## src/rtl/cpu_pkg.sv

```systemverilog
// Shared definitions for the 16-bit core and its program loader.
// Holds the ImmSrc field-format encodings, the bit positions of each
// immediate field inside an instruction word, and the state encoding
// used by the instruction encoder's load sequencer.
package cpu_pkg;

    localparam int WORD_W = 16;
    localparam int IMM_W  = 8;

    // ImmSrc encodings, shared with the core's immediate extraction
    localparam logic [1:0] IMM8     = 2'b00;
    localparam logic [1:0] IMM6S    = 2'b01;
    localparam logic [1:0] IMM5U    = 2'b10;
    localparam logic [1:0] IMM_NONE = 2'b11;

    // Field placement inside the instruction word
    localparam int IMM8_LSB  = 1;
    localparam int IMM8_MSB  = 8;
    localparam int IMM6S_LSB = 0;
    localparam int IMM6S_MSB = 5;
    localparam int IMM5U_LSB = 1;
    localparam int IMM5U_MSB = 5;

    typedef enum logic [1:0] {
        ST_IDLE  = 2'b00,
        ST_RUN   = 2'b01,
        ST_DRAIN = 2'b10,
        ST_DONE  = 2'b11
    } enc_state_t;

endpackage

```

## src/rtl/imm_field_inserter.sv

```systemverilog
// Combinational immediate-field inserter.
// Merges a signed 8-bit immediate into the field selected by in_imm_src,
// leaving every other bit of in_base untouched, and reports whether the
// immediate is representable in that field.
// Ports:
//   in_base    [15:0]  instruction template
//   in_imm     [7:0]   signed immediate
//   in_imm_src [1:0]   field format (ImmSrc encoding)
//   enc_word   [15:0]  template with the field overwritten
//   fits               immediate is representable in the selected field
module imm_field_inserter
    import cpu_pkg::*;
(
    input  logic        [WORD_W-1:0] in_base,
    input  logic signed [IMM_W-1:0]  in_imm,
    input  logic        [1:0]        in_imm_src,
    output logic        [WORD_W-1:0] enc_word,
    output logic                     fits
);

    // A 6-bit signed field holds the value iff bits [7:5] are all copies
    // of the field's sign bit.
    function automatic logic fits_signed6(input logic signed [IMM_W-1:0] v);
        return (v[7:5] == {3{v[5]}});
    endfunction

    // A 5-bit unsigned field holds the value iff the upper three bits
    // (including the sign) are zero.
    function automatic logic fits_unsigned5(input logic signed [IMM_W-1:0] v);
        return (v[7:5] == 3'b000);
    endfunction

    always_comb begin
        enc_word = in_base;
        fits     = 1'b1;
        case (in_imm_src)
            IMM8: begin
                enc_word[IMM8_MSB:IMM8_LSB] = in_imm;
            end
            IMM6S: begin
                enc_word[IMM6S_MSB:IMM6S_LSB] = in_imm[IMM6S_MSB-IMM6S_LSB:0];
                fits = fits_signed6(in_imm);
            end
            IMM5U: begin
                enc_word[IMM5U_MSB:IMM5U_LSB] = in_imm[IMM5U_MSB-IMM5U_LSB:0];
                fits = fits_unsigned5(in_imm);
            end
            default: begin
                enc_word = in_base;
            end
        endcase
    end

endmodule

```

## src/rtl/instruction_encoder.sv

```systemverilog
// Streaming instruction packer for the program loader.
// Accepts base word + signed immediate + ImmSrc format, range-checks the
// immediate, inserts it and writes each encodable word to instruction
// memory at an auto-incrementing address. Rejected words are counted but
// not written.
// Ports:
//   clk, rst                 clock, synchronous active-high reset
//   start, start_addr,       begin a load at start_addr with word_count words
//   word_count
//   in_valid / in_ready      input handshake
//   in_base, in_imm,         word to encode
//   in_imm_src
//   imem_we, imem_addr,      registered instruction-memory write port
//   imem_wdata
//   busy                     load in progress (RUN or DRAIN)
//   done                     one-cycle completion pulse
//   err, err_count           sticky range error and rejected-word count
module instruction_encoder
    import cpu_pkg::*;
#(
    parameter int ADDR_W = 8
) (
    input  logic                     clk,
    input  logic                     rst,
    input  logic                     start,
    input  logic        [ADDR_W-1:0] start_addr,
    input  logic        [ADDR_W:0]   word_count,
    input  logic                     in_valid,
    output logic                     in_ready,
    input  logic        [WORD_W-1:0] in_base,
    input  logic signed [IMM_W-1:0]  in_imm,
    input  logic        [1:0]        in_imm_src,
    output logic                     imem_we,
    output logic        [ADDR_W-1:0] imem_addr,
    output logic        [WORD_W-1:0] imem_wdata,
    output logic                     busy,
    output logic                     done,
    output logic                     err,
    output logic        [ADDR_W:0]   err_count
);

    localparam int CNT_W = ADDR_W + 1;

    enc_state_t         state, state_nxt;
    logic [CNT_W-1:0]   wcount_q;
    logic [CNT_W-1:0]   accepted_q;
    logic [ADDR_W-1:0]  addr_q;
    logic               done_q;
    logic               err_q;
    logic [CNT_W-1:0]   err_count_q;

    logic               vld_p1;
    logic [ADDR_W-1:0]  addr_p1;
    logic [WORD_W-1:0]  wdata_p1;

    logic [WORD_W-1:0]  enc_word_p0;
    logic               fits_p0;
    logic               start_ok;
    logic               xfer_p0;
    logic               last_xfer_p0;

    imm_field_inserter u_ins (
        .in_base    (in_base),
        .in_imm     (in_imm),
        .in_imm_src (in_imm_src),
        .enc_word   (enc_word_p0),
        .fits       (fits_p0)
    );

    // start is only honoured between loads
    assign start_ok     = start && ((state == ST_IDLE) || (state == ST_DONE));
    assign xfer_p0      = in_valid && in_ready;
    assign last_xfer_p0 = xfer_p0 && ((accepted_q + CNT_W'(1)) == wcount_q);

    // State register
    always_ff @(posedge clk) begin
        if (rst) begin
            state <= ST_IDLE;
        end else begin
            state <= state_nxt;
        end
    end

    // Next-state logic
    always_comb begin
        state_nxt = state;
        case (state)
            ST_IDLE, ST_DONE: begin
                if (start_ok) begin
                    state_nxt = (word_count == '0) ? ST_DONE : ST_RUN;
                end
            end
            ST_RUN: begin
                if (last_xfer_p0) begin
                    state_nxt = ST_DRAIN;
                end
            end
            ST_DRAIN: begin
                state_nxt = ST_DONE;
            end
            default: begin
                state_nxt = ST_IDLE;
            end
        endcase
    end

    // Outputs decoded from state and counters
    always_comb begin
        in_ready = (state == ST_RUN) && (accepted_q < wcount_q);
        busy     = (state == ST_RUN) || (state == ST_DRAIN);
    end

    // Load counters, error tracking and completion pulse
    always_ff @(posedge clk) begin
        if (rst) begin
            wcount_q    <= '0;
            accepted_q  <= '0;
            addr_q      <= '0;
            done_q      <= 1'b0;
            err_q       <= 1'b0;
            err_count_q <= '0;
        end else begin
            // Pulse on entry to DONE, including a zero-length restart from DONE
            done_q <= (state_nxt == ST_DONE) && ((state != ST_DONE) || start_ok);
            if (start_ok) begin
                wcount_q    <= word_count;
                accepted_q  <= '0;
                addr_q      <= start_addr;
                err_q       <= 1'b0;
                err_count_q <= '0;
            end else if (xfer_p0) begin
                // Rejected words still consume a slot of the load
                accepted_q <= accepted_q + CNT_W'(1);
                if (fits_p0) begin
                    addr_q <= addr_q + ADDR_W'(1);
                end else begin
                    err_q       <= 1'b1;
                    err_count_q <= err_count_q + CNT_W'(1);
                end
            end
        end
    end

    // ---- p0 -> p1: registered write port ----
    always_ff @(posedge clk) begin
        if (rst) begin
            vld_p1   <= 1'b0;
            addr_p1  <= '0;
            wdata_p1 <= '0;
        end else begin
            vld_p1 <= xfer_p0 && fits_p0;
            if (xfer_p0 && fits_p0) begin
                addr_p1  <= addr_q;
                wdata_p1 <= enc_word_p0;
            end
        end
    end

    assign imem_we    = vld_p1;
    assign imem_addr  = addr_p1;
    assign imem_wdata = wdata_p1;
    assign done       = done_q;
    assign err        = err_q;
    assign err_count  = err_count_q;

endmodule
```

## config.mk

```make
export PLATFORM = sky130hd
export DESIGN_NAME = instruction_encoder
export DESIGN_NICKNAME = d
export VERILOG_FILES = /design/src/rtl/cpu_pkg.sv /design/src/rtl/imm_field_inserter.sv /design/src/rtl/instruction_encoder.sv
export SDC_FILE = /design/constraint.sdc
export NUM_CORES = 1
export LEC_CHECK = 0
export CAP_MARGIN = 10
export CORE_UTILIZATION = 40
export DETAILED_ROUTE_END_ITERATION = 8
export PLACE_DENSITY = 0.67
export RECOVER_POWER = 100
export SYNTH_ARGS = -nofsm -noshare
export SYNTH_HDL_FRONTEND = slang
export SYNTH_SLANG_ARGS = --single-unit
```

## constraint.sdc

```tcl
create_clock -name clk -period 2.61 [get_ports clk]
set_input_delay 0.3915 -clock clk [delete_from_list [all_inputs] [get_ports clk]]
set_output_delay 0.3915 -clock clk [all_outputs]
set_load 0.01 [all_outputs]
```

# == Yosys cells after proc, flatten, opt, wreduce, memory -nomap -nowiden ==
# Index checks and enable logic that the tools add are counted.
# totals
register_bits,64
in_bits,47
output_inout_bits,38
elab_cells,55
# op_classes
add_sub_neg,3
order_cmp,1
n_eq_ne,9
muxes,11
bitwise_logic,1
n_reduce_logical,20
# ops
op,n
8-bit 2-to-1 mux,3
"9-bit by 1-bit adder with 9-bit output, second input constant",2
5-bit one-hot mux with 2 select lines,1
9-bit == test,1
9-bit zero test,1
9-bit less-than comparator,1
"8-bit by 1-bit adder with 8-bit output, second input constant",1
"2-bit == test, second input constant",4
1-bit logical AND,6
2-bit 2-to-1 mux,3
2-bit one-hot mux with 3 select lines,1
2-bit OR reduction,3
"2-bit by 1-bit == test with 1-bit output, second input constant",2
2-bit zero test,2
2-bit AND reduction,2
2-bit nonzero test,2
3-bit zero test,1
1-bit logical OR,3
3-bit 2-to-1 mux,1
2-bit == test,1
"2-bit != test, second input constant",1
1-bit one-hot mux with 2 select lines,1
1-bit 2-to-1 mux,1
1-bit NOT,1

# == Logic depth before layout (Yosys ltp) ==
# logic_depth
depth_word,8
ltp_mapped,10
mapped_depth_nobuf,8

# == Hierarchy ==
# Synthesis repeated with hierarchy kept, for this count alone.
# hier_totals
hier_cells,450
area_unflattened_um2,3545.9
# by_module_without_submodules
mod,instances,cells_per_inst,area_each_um2,seq_area_each_um2
instruction_encoder,1,403,3196.8,1281.2
imm_field_inserter,1,47,349.1,0.0

# == Least setup slack after synthesis ==
# No wires, ideal clock.
# synth_path
path_kind,reg-to-reg
startpoint,register wcount_q[4]
endpoint,register err_count_q[7] (netlist: err_count[7])
setup_time_ps,70
arrival_ps,2281
required_time_ps,2540
slack_ps,259
path_stages_with_launch,9
path_buffers,0
synth_period_minus_slack_ps,2351
cell_sequence,dfxtp_1 > inv_1 > ha_1 > a211oi_1 > nand2_1 > o2111ai_2 > nand4_1 > or4_1 > a21oi_1
# synth_between
elab_chain_len,4
# synth_lines
item,line,rtl
"start, declared",instruction_encoder.sv:45,logic [CNT_W-1:0] wcount_q;
"start signal, assigned",instruction_encoder.sv:126,wcount_q <= word_count;
9-bit less-than comparator,instruction_encoder.sv:109,in_ready = (state == ST_RUN) && (accepted_q < wcount_q);
1-bit logical AND,instruction_encoder.sv:109,
1-bit logical AND,instruction_encoder.sv:72,assign xfer_p0 = in_valid && in_ready;
2-bit AND reduction (no source line),-,
"end signal, assigned",instruction_encoder.sv:138,err_count_q <= err_count_q + CNT_W'(1);
"end, declared",instruction_encoder.sv:50,logic [CNT_W-1:0] err_count_q;
# Every way passes these cells.
# A chain may end at the register's enable or synchronous reset.

# == Worst setup path in the final report ==
# layout_path
startpoint,register wcount_q[4]
endpoint,output in_ready
# layout_between
elab_chain_len,2
# layout_lines
item,line,rtl
9-bit less-than comparator,instruction_encoder.sv:109,
1-bit logical AND,instruction_encoder.sv:109,
"end, declared",instruction_encoder.sv:29,"output logic in_ready,"
# Every way passes these cells.

==> impl_metrics.toml <==
[run_status]
status = "completed"

[yosys]
syn_avg_cell_area_sq_um = 8.51
async_flop_share_pct = 0
ys_seq_area_share_pct = 37.6
yosys_warnings = 0
ys_ff_latch = 64
ys.flop_type = "dfxtp_1"
synth_cells = 401
synth_edf_count = 0
syn-num-nets = 468
ys_types = 43
syn_area_sq_um = 3410

[grt]
grt.total_usage_pct = 20.1
grt_busiest_layer = "met2"
grt_pass1_vias = 3053
use_met2_pct = 33.5
grt_max_degree = 39
use_met1_pct = 24.1
antenna_found_initial = 0
grt_overflow = 0
grt_pass1_wl_mm = 14.1
gr-usage-met3_pct = 6.52

[cells_and_area]
layout_commonest_cell = "dfxtp_1"
multi_input_area_sq_um = 2020
final_cell_area_sq_um = 4710
num-nets-final = 564
final_cell_mix = "dfxtp_1, nor2_1, clkdlybuf4s50_1, nand2_1, dlygate4sd3_1"
nFillCells = 736
n_antenna_cell = 0
drive_above_1_share_pct = 9.76
seq_area_sq_um = 1280
area_delta_synth_final_pct = 38.2

[placement]
io_buffers = 84
routabilityCongestion = 0.880
placed_cell_area_sq_um = 4460
dp_hpwl_mm = 6.12

[floorplan]
die_y_um = 94.3
rows = 33
die_w_um = 94.3
die_area_sq_um = 8900
start_util_pct = 41.5
pin_count = 85
core_area_sq_um = 8220

[clocking]
cts_buffers = 9
post-cts-setup-buffers = 0
clk_latency_ps = 340
htree_levels = 3
root_buffer = "clkbuf_8"
cts_hold_buf = 0
path_clk_slew_ps = 70
cts_sinks = 64
cts_tree = "yes"
cts_buffer_depth = 2

[route]
wirelength_mm = 8.19
drc = 0
wire_per_inst_um = 13.5
route.vias.total = 3170
drt_pass1_iterations = 4
dr.first_iter.drc_count = 117
final_antenna_net_count = 0
vias_per_cell = 5.22

[hold_path]
hold_path.class = "reg -> reg"
whs_path_depth = 2

[timing]
rsz0062_at_grt = "no"
final_max_slew_viol_count = 0
worstMarginPinSlew_ps = 507
min_period_ps = 2490
tns_ps = 0
holdWs_ps = 462
finalHoldViolCount = 0
max_freq_mhz = 402
setup_viol = 0
finClkSkew_ps = 10.9
relSlewSlack_pct = 65.9
period_share_pct = 95.3

[critical_path]
worst-path-max-fanout = 2
endpoint_kind = "output port"
worst_setup_path_start_kind = "flip-flop"
critPathArrivalTime_ps = 2090
ff2ff_path_depth = 8
crit_type = "reg -> out"
worstPathRequired_ps = 2220

[job]
drv_cap = 0

[power]
power_density_nw_per_um2 = 686
power_leakage_nw = 2.07
vdd_ir_drop_max_mv = 0.322
==> metrics by stage <==
stage	setup WS (ps)	power, mW	utilization (%)	instances
floorplan	259	1.85	-	401
global placement	119	2.24	54.3	591
detailed placement	60.0	2.26	54.3	591
CTS	61.8	3.25	57.1	607
global route	10.2	3.44	57.4	607
finish	124	3.23	57.4	607
==> power by group <==
group	internal, mW	switching (mW)
logic	0.485	0.556
clock network	0.593	0.397
registers	1.09	0.111
total	2.17	1.06
==> cells in the mapped netlist (2+ instances only) <==
| cell type | number | area share (%) |
|---|---|---|
| a211oi_1 | 8 | 1.8 |
| a21oi_1 | 20 | 2.9 |
| a22oi_1 | 5 | 1.1 |
| a311oi_1 | 3 | 0.77 |
| and2_1 | 5 | 0.92 |
| and3_1 | 5 | 0.92 |
| and3_4 | 2 | 0.66 |
| buf_1 | 3 | 0.33 |
| buf_2 | 3 | 0.44 |
| clkbuf_1 | 12 | 1.3 |
| dfxtp_1 | 64 | 38 |
| ha_1 | 20 | 7.3 |
| inv_1 | 19 | 2.1 |
| mux2_2 | 4 | 1.3 |
| mux2i_1 | 27 | 7.9 |
| nand2_1 | 39 | 4.3 |
| nand2b_1 | 4 | 0.73 |
| nand3_1 | 14 | 2.1 |
| nand3b_1 | 2 | 0.44 |
| nand4_1 | 10 | 1.8 |
| nor2_1 | 54 | 5.9 |
| nor3_1 | 8 | 1.2 |
| o211ai_1 | 2 | 0.44 |
| o21ai_0 | 14 | 2.1 |
| o31ai_1 | 5 | 1.1 |
| or3_1 | 4 | 0.73 |
| or4_1 | 6 | 1.3 |
| xnor2_1 | 8 | 2.1 |
| xor2_1 | 17 | 4.4 |
==> path summary, 6_finish.rpt <==
path	from	slack (ps)	to
max	wcount_q[4]	120	in_ready
min	wcount_q[2]	460	wcount_q[2]
max reg2reg	wcount_q[4]	200	err_count[8]
min reg2reg	wcount_q[2]	460	wcount_q[2]
==> sequential cells by signal, indices dropped and copies added (netlist names), 2 cells and up <==
register	count
accepted_q	9
addr_q	8
err_count	9
imem_addr	8
imem_wdata	16
state	2
wcount_q	9
==> worst max-delay path: stages, from the launching register on <==
cell	delay (ps)
dfxtp_1	330
inv_1	50
ha_1	320
a211oi_2	220
nand2_2	100
o211a_1	240
o21ai_1	110
and2_1	120
dlygate4sd2_1	260
==> area by class of cell <==
type,count,share of cell area [%]
inverter,19,1.51
timing repair buffer,103,20.8
clock inverter,4,1.62
sequential,64,27.2
tap,105,2.79
clock buffer,12,3.29
multi-input combinational,300,42.8
==> per-layer routing <==
metal  vias up  part of all wire (%)  wire length, um
met3         9                   5.8              477
met2        71                    48             3960
met4         0                   1.1               90
met1      1492                    45             3660
li1       1598                     -                -
met5         -                     0                0
==> logic make-up (layout without fill, tap and decap cells) <==
group                    after synthesis  after routing  share of synthesized area (%)
AO/OA/AOI/OAI                         66             66                           13.0
flip-flops                            64             64                           37.6
multiplexers                          31             31                           9.24
XOR/XNOR                              25             25                           6.42
AND/OR/NAND/NOR                      158            158                           22.2
buffers and inverters                 37            138                           4.18
adder cells (fa/ha/maj)               20             20                           7.34
==> repair_timing <==
action,CTS,global route
setup endpoints to repair,1,11
gates resized for setup,1,6
pin swaps,0,2
(Power assumes the default switching activity.)
